===== config.mk =====
export PLATFORM = sky130hd
export DESIGN_NAME = pwl_table_loader
export DESIGN_NICKNAME = d
export VERILOG_FILES = /design/src/rtl/pwl_table_loader.sv
export SDC_FILE = /design/constraint.sdc
export NUM_CORES = 1
export LEC_CHECK = 0
export CAP_MARGIN = 0
export CORE_MARGIN = 2
export CORE_UTILIZATION = 52
export DETAILED_ROUTE_END_ITERATION = 6
export GPL_ROUTABILITY_DRIVEN = 0
export PLACE_DENSITY_LB_ADDON = 0.15
export SYNTH_ARGS = -nofsm -noshare
export SYNTH_HDL_FRONTEND = slang
export SYNTH_SLANG_ARGS = --single-unit

===== constraint.sdc =====
create_clock -name clk -period 23.3 [get_ports clk]
set_clock_uncertainty 0.15 [all_clocks]
set_input_delay 6.99 -clock clk [delete_from_list [all_inputs] [get_ports clk]]
set_output_delay 6.99 -clock clk [all_outputs]
set_load 0.01 [all_outputs]

===== src/rtl/pwl_table_loader.sv =====
// pwl_table_loader
//   Loads a piecewise-linear table from a 32-bit valid/ready word stream.
//   The stream carries K segment endpoints, then K a-coefficients, then K
//   b-coefficients. Endpoints are collected in a shadow copy and published on
//   xend_flat only when the whole table has arrived. Coefficients are written
//   straight into external a/b memories through registered one-cycle strobes.
//
//   Optional build macro: PWL_LOADER_CHECKSUM_EN
//     When defined, one extra word follows the 3K table words. It must equal
//     the XOR of those 3K words, otherwise the table is rejected (err=1).
//
// Ports
//   clk, rst             clock; asynchronous active-high reset
//   start                single-cycle load request (honoured only when idle)
//   s_valid/s_ready      stream handshake; s_data is the stream word
//   xend_flat            committed endpoints, entry i at [i*N +: N]
//   ena_a/wea_a          a-coefficient memory strobes
//   ena_b/wea_b          b-coefficient memory strobes
//   addr, din            coefficient memory write address / data
//   busy, done           load in progress / one-cycle completion pulse
//   table_valid, err     committed table valid / sticky checksum error
//
// State    | meaning
// IDLE     | waiting for start
// LD_XEND  | receiving K endpoints into the shadow copy
// LD_A     | receiving K a-coefficients
// LD_B     | receiving K b-coefficients
// CHK      | receiving the checksum word (checksum build only)
// COMMIT   | publishing shadow endpoints, one cycle
module pwl_table_loader #(
  parameter int K = 7,
  parameter int N = 31
) (
  input  logic           clk,
  input  logic           rst,
  input  logic           start,
  input  logic           s_valid,
  output logic           s_ready,
  input  logic [31:0]    s_data,
  output logic [K*N-1:0] xend_flat,
  output logic           ena_a,
  output logic           wea_a,
  output logic           ena_b,
  output logic           wea_b,
  output logic [2:0]     addr,
  output logic [31:0]    din,
  output logic           busy,
  output logic           done,
  output logic           table_valid,
  output logic           err
);

  localparam int CW = (K > 1) ? $clog2(K) : 1;

  typedef enum logic [2:0] {
    IDLE,
    LD_XEND,
    LD_A,
    LD_B,
`ifdef PWL_LOADER_CHECKSUM_EN
    CHK,
`endif
    COMMIT
  } state_t;

  state_t         state_q, state_d;
  logic [CW-1:0]  cnt_q, cnt_d;
  logic [K*N-1:0] shadow_q, xend_q;
  logic           ena_a_q, ena_b_q;
  logic [2:0]     addr_q;
  logic [31:0]    din_q;
  logic           done_q, table_valid_q, err_q;
  logic           accept, last, start_acc, chk_fail;

  assign accept    = s_valid && s_ready;
  assign last      = (cnt_q == CW'(K - 1));
  assign start_acc = (state_q == IDLE) && start;

`ifdef PWL_LOADER_CHECKSUM_EN
  logic [31:0] csum_q;

  // Running XOR of every table word; the CHK word is compared against it.
  always_ff @(posedge clk or posedge rst) begin
    if (rst) begin
      csum_q <= '0;
    end else if (start_acc) begin
      csum_q <= '0;
    end else if (accept && (state_q == LD_XEND || state_q == LD_A || state_q == LD_B)) begin
      csum_q <= csum_q ^ s_data;
    end
  end
`endif

  always_ff @(posedge clk or posedge rst) begin
    if (rst) begin
      state_q <= IDLE;
      cnt_q   <= '0;
    end else begin
      state_q <= state_d;
      cnt_q   <= cnt_d;
    end
  end

  always_comb begin
    state_d  = state_q;
    cnt_d    = cnt_q;
    s_ready  = 1'b0;
    chk_fail = 1'b0;
    case (state_q)
      IDLE: begin
        if (start) state_d = LD_XEND;
      end
      LD_XEND, LD_A, LD_B: begin
        s_ready = 1'b1;
        if (s_valid) begin
          if (last) begin
            cnt_d = '0;
            if (state_q == LD_XEND)   state_d = LD_A;
            else if (state_q == LD_A) state_d = LD_B;
`ifdef PWL_LOADER_CHECKSUM_EN
            else                      state_d = CHK;
`else
            else                      state_d = COMMIT;
`endif
          end else begin
            cnt_d = cnt_q + CW'(1);
          end
        end
      end
`ifdef PWL_LOADER_CHECKSUM_EN
      CHK: begin
        s_ready = 1'b1;
        if (s_valid) begin
          if (s_data == csum_q) begin
            state_d = COMMIT;
          end else begin
            state_d  = IDLE;
            chk_fail = 1'b1;
          end
        end
      end
`endif
      COMMIT:  state_d = IDLE;
      default: state_d = IDLE;
    endcase
  end

  // Strobes, addr and din are rebuilt every cycle so they read 0 between writes.
  always_ff @(posedge clk or posedge rst) begin
    if (rst) begin
      shadow_q      <= '0;
      xend_q        <= '0;
      ena_a_q       <= 1'b0;
      ena_b_q       <= 1'b0;
      addr_q        <= '0;
      din_q         <= '0;
      done_q        <= 1'b0;
      table_valid_q <= 1'b0;
      err_q         <= 1'b0;
    end else begin
      ena_a_q <= 1'b0;
      ena_b_q <= 1'b0;
      addr_q  <= '0;
      din_q   <= '0;
      done_q  <= 1'b0;
      if (start_acc) begin
        table_valid_q <= 1'b0;
        err_q         <= 1'b0;
      end
      for (int i = 0; i < K; i++) begin
        if (accept && state_q == LD_XEND && cnt_q == CW'(i))
          shadow_q[i*N +: N] <= s_data[N-1:0];
      end
      if (accept && (state_q == LD_A || state_q == LD_B)) begin
        ena_a_q <= (state_q == LD_A);
        ena_b_q <= (state_q == LD_B);
        addr_q  <= 3'(cnt_q);
        din_q   <= s_data;
      end
      if (state_q == COMMIT) begin
        xend_q        <= shadow_q;
        table_valid_q <= 1'b1;
        done_q        <= 1'b1;
      end
      if (chk_fail) begin
        err_q  <= 1'b1;
        done_q <= 1'b1;
      end
    end
  end

  assign xend_flat   = xend_q;
  assign ena_a       = ena_a_q;
  assign wea_a       = ena_a_q;
  assign ena_b       = ena_b_q;
  assign wea_b       = ena_b_q;
  assign addr        = addr_q;
  assign din         = din_q;
  assign busy        = (state_q != IDLE);
  assign done        = done_q;
  assign table_valid = table_valid_q;
  assign err         = err_q;

endmodule


==> flow_summary.yaml, run 1 <==
route:
  vias: 9710
  wl_mm: 39.05
  antenna_left: 0
  post_drt_via_cell_ratio: 5.303
  first_pass_iters: 4
  drc: 0
  drt_iter0_markers: 497
  wl_per_cell_um: 21.33
synthesis:
  yosys-top-cells-area: "dfrtp_1 (67%), mux2_2 (27%), buf_6 (1.5%)"
  syn_inst: 1049
  synthXorXnorAreaFrac_pct: 0
  synth_fp_nets: 1086
  synth.top_cell.area_share_pct: 67.27
  synth_mux_area_share_pct: 27.43
  synth-simple-area-share_pct: 2.128
  yosysMostFrequentCell: "dfrtp_1"
  ys.flop_type: "dfrtp_1"
  synth-compound-area-share_pct: 0.4635
  synthArstFlopShare_pct: 100.0
  synth_top_area_cell: "dfrtp_1"
  synth_top_family_by_area: "multiplexers"
  synthAdderAreaFrac_pct: 0.07022
  synth_cell_type_count: 35
  yosysWarnings: 0
  synth_seq_cells: 479
  synth_edf_count: 0
  synth.yosys.seq_area_share_pct: 67.27
  synth_common_cells: "dfrtp_1 (479), mux2_2 (433), and3_1 (34)"
  synth_area_mm2: 0.01782
  synth.avg_cell_area_um2: 16.99
floorplan:
  die_w_um: 189.1
  dieArea_mm2: 0.03576
  ios: 297
  die-height_um: 189.1
  start_util_pct: 53.01
  core-area_mm2: 0.03362
  fp-row-count: 67
sta:
  slew_viol_final: 0
  final_hold_viol_count: 0
  hold-worst-slack_ns: 0.3458
  grt_setup_unrepaired: "no"
  fin_crit_ns: 9.786
  slew_headroom_pct: 22.09
  worst_pin_slew_ns: 1.165
  period_share_pct: 42.00
  fin_tns_setup_ns: 0
  setup_viol: 0
  fmax_mhz: 102.2
placed_design:
  portBuffers: 295
  dp_hpwl_mm: 24.34
  place_inst: 1745
  place_area_mm2: 0.02102
power_and_ir_drop:
  p_leak_nw: 10.76
  power-per-cell-area_mw_per_mm2: 100.3
  vdd_drop_max_uv: 72.80
global_routing:
  grt_use_total_pct: 22.20
  grt_overflow: 0
  grt_max_degree: 169
  antenna_found_initial: 2
  first_global_vias: 10260
  grt_pass1_wl_mm: 60.92
critical_path:
  crit_path_end_kind: "output port"
  startpoint_type: "flip-flop"
  critPathKind: "reg2out"
  worstPathRequired_ns: 16.16
  arrival_ns: 2.65
  crit_fanout: 27
layout:
  num-fill-cells: 2423
  multi_input_area_mm2: 0.005384
  nets: 1385
  fin_util_pct: 67.13
  fin_cells: 1831
  drive_gt1_share_pct: 37.84
  area_delta_synth_final_pct: 26.64
  fin_area_mm2: 0.02257
  seqCellArea_mm2: 0.01199
clock_network:
  cts_buffers: 49
  postCtsHoldBufs: 0
  cts_resized: 0
  clockRootBuffer: "clkbuf_16"
  tritoncts: "yes"
  clock_path_buffers: 3
  h-tree-depth: 2
  cts.sinks: 479
  clock_latency_ns: 0.53
  postCtsSetupBuffers: 0
  clkTransAtPathRegs_ns: 0.06
outcome:
  status: "completed"
hold_path:
  hp-class: "reg2reg"
run:
  cap_violations: 0
## worst paths after layout
kind / startpoint / endpoint / slack (ns) / cells past startpoint
max in group asynchronous: rst / shadow_q[84] / 13.89 / 4
hold reg to reg: shadow_q[11] / xend_flat[11] / 0.35 / 1
setup reg to reg: state_q[1] / xend_flat[48] / 19.25 / 5
hold / removal: shadow_q[11] / xend_flat[11] / 0.35 / 1
min in group asynchronous: rst / xend_flat[109] / 6.81 / 2
setup / recovery: state_q[1] / s_ready / 13.51 / 4
## sequential cells by signal, indices dropped and copies added, names as in the netlist
register	cells
din	32
xend_flat	217
shadow_q	217
state_q	3
ena_a	1
ena_b	1
done	1
addr	3
cnt_q	3
table_valid	1
## critical path: stages (launching register included)
cell	delay [ns]
dfrtp_1	0.68
buf_4	0.45
nor2_1	0.22
nor2_1	0.13
clkdlybuf4s50_1	0.61
## final cells by class
class	instances	area share [%]
diodes	1	0.01109
multi-input cells	506	23.86
clock inverters	9	0.4380
flip-flops and latches	479	53.12
clock buffers	76	6.415
well taps	448	2.484
inverters	4	0.09981
repair buffers	308	13.57
## cells by family after synthesis
| logic type | after synthesis |
|---|---|
| AOI/OAI and AO/OA | 11 |
| adders and majority gates | 1 |
| buffers and inverters | 64 |
| DFF | 479 |
| muxes | 434 |
| other | 1 |
| and+or+nand+nor | 59 |
## per-layer routing
| metal | vias to the layer above | GRT usage (%) | share of wire, % |
|---|---|---|---|
| li1 | 4301 | - | - |
| met1 | 5109 | 30.24 | 43 |
| met2 | 250 | 35.26 | 47 |
| met3 | 50 | 6.487 | 7.5 |
| met4 | 0 | 5.739 | 1.9 |
| met5 | - | 0 | 0 |
## layout by cell type (no fill, tap or decap), types with 2 or more instances in the layout
| master | count |
|---|---|
| and2_1 | 2 |
| and3_1 | 34 |
| buf_4 | 12 |
| bufinv_16 | 2 |
| clkbuf_1 | 15 |
| clkbuf_16 | 49 |
| clkbuf_8 | 12 |
| clkdlybuf4s50_1 | 295 |
| clkinv_2 | 6 |
| dfrtp_1 | 479 |
| inv_1 | 3 |
| mux2_2 | 433 |
| nand2_1 | 3 |
| nand4b_1 | 2 |
| nor2_1 | 3 |
| nor3_1 | 3 |
| o21ai_0 | 2 |
| o41ai_1 | 2 |
| or3_1 | 2 |
## metrics by stage
step | setup WS (ns) | total power, mW
floorplan | 2.796 | 1.380
global placement | 13.24 | 1.507
detailed placement | 13.24 | 1.534
CTS | 13.47 | 2.286
global route | 13.38 | 2.372
finish | 13.51 | 2.264
## report_power, final
| group | total, mW | leakage [nW] | internal, mW | switching [mW] |
|---|---|---|---|---|
| Combinational | 0.387 | 3.61 | 0.232 | 0.156 |
| Clock | 0.748 | 0.764 | 0.446 | 0.301 |
| Sequential | 1.13 | 6.39 | 1.03 | 0.101 |
| Total | 2.26 | 10.8 | 1.71 | 0.558 |
Power figures use the tool's default switching activity.
==> run 2, diff against run 1 <==
CORE_UTILIZATION = 48   (was 52)
clock period = 7.9 ns   (was 23.3 ns; I/O delays follow)
==> flow_summary.yaml, run 2 (synthesized netlist as in run 1, its figures left out) <==
outcome:
  status: "completed"
layout:
  fin_cells: 1848
  fin_area_mm2: 0.02261
  drive_gt1_share_pct: 38.29
  final_common_cell: "dfrtp_1"
  nets: 1385
  final_cell_mix: "dfrtp_1 (478), mux2_2 (433), clkdlybuf4s50_1 (295), clkbuf_16 (49), and3_1 (34)"
  area_delta_synth_final_pct: 26.88
global_routing:
  grt_pass1_wl_mm: 61.73
  grt_use_total_pct: 20.81
  antenna_found_initial: 1
  grt_overflow: 0
  first_global_vias: 10330
  grt_max_degree: 169
critical_path:
  worstPathRequired_ns: 5.38
  crit_fanout: 39
  arrival_ns: 2.58
  critical_path.max_stage_delay_ns: 0.91
  crit_path_top_delay_cell: "dfrtp_2"
  worst_path_most_repeated_cell: "nor2_1"
  path_cells: "nor2_1 -> nor2_1 -> clkdlybuf4s50_1"
  crit_path_end_kind: "output port"
  startpoint_type: "flip-flop"
  critPathKind: "reg2out"
route:
  first_pass_iters: 4
  wl_mm: 39.59
  drc: 0
  antenna_left: 0
  wl_per_cell_um: 21.42
  drt_iter0_markers: 298
  vias: 9701
  post_drt_via_cell_ratio: 5.249
run:
  cap_violations: 0
sta:
  fmax_mhz: 195.9
  hold-worst-slack_ns: 0.3296
  slew_viol_final: 0
  period_share_pct: 64.61
  setup_slack_ns: 2.796
  grt_setup_unrepaired: "no"
  fin_crit_ns: 5.104
  final_hold_viol_count: 0
  slew_headroom_pct: 23.27
  setup_viol: 0
  worst_pin_slew_ns: 1.147
placed_design:
  place_area_mm2: 0.02105
  place_inst: 1765
  dp_hpwl_mm: 24.93
  pre_cts_ws_ns: 2.422
  portBuffers: 295
clock_network:
  cts_buffers: 49
  clock_path_buffers: 3
  h-tree-depth: 2
  cts.sinks: 479
  clkTransAtPathRegs_ns: 0.06
  postCtsSetupBuffers: 0
  clockRootBuffer: "clkbuf_16"
  postCtsHoldBufs: 0
  cts_resized: 0
  clock_latency_ns: 0.55
  tritoncts: "yes"
floorplan:
  core-area_mm2: 0.03661
  ios: 297
  fp-row-count: 70
  start_util_pct: 48.67
  dieArea_mm2: 0.03868
  die-height_um: 196.7
  die_w_um: 196.7
power_and_ir_drop:
  power-per-cell-area_mw_per_mm2: 295.3
  power_mw: 6.676
  vdd_drop_max_uv: 211.3
  p_leak_nw: 10.77
hold_path:
  hp-class: "reg2reg"
-- run 2: where the power goes --
part	internal, mW	total, mW	switching (mW)
logic	0.681	1.11	0.432
clock network	1.32	2.22	0.898
registers	3.03	3.34	0.310
-- run 2: worst paths after layout --
| path | cells past startpoint | to | start | slack, ns |
|---|---|---|---|---|
| hold / removal | 1 | table_valid | table_valid | 0.33 |
| hold reg to reg | 1 | table_valid | table_valid | 0.33 |
| max in group asynchronous | 3 | shadow_q[159] | rst | 3.95 |
| setup reg to reg | 4 | xend_flat[118] | state_q[1] | 3.96 |
| setup / recovery | 3 | s_ready | state_q[1] | 2.80 |
| min in group asynchronous | 2 | xend_flat[110] | rst | 2.21 |
-- run 2: area by class of cell --
type                    count  area [µm²]
diodes                      1       2.502
clock buffers              71        1449
clock inverters            11       105.1
fillers                  2836       14000
inverters                   4       18.77
multi-input cells         506        5384
flip-flops and latches    479       11990
well taps                 468       585.6
repair buffers            308        3075
-- run 2: layer usage --
metal  GRT usage (%)  wire length (µm)
met1           28.05             17300
met2           33.73             19100
met3           6.057              2499
met4           4.734               684
met5               0                 0
-- run 2: critical path: cells and delay by family, from the launching register on --
family,cells,cell delay [ns]
DFF,1,0.91
and+or+nand+nor,2,0.49
buffers and inverters,1,0.63
-- run 2: stage by stage --
step,setup TNS [ns],util (%)
final,0,61.75
after global routing,0,61.75
after detailed placement,0,57.50
after floorplan,-532.05,-
after global placement,0,57.50
after CTS,0,61.75
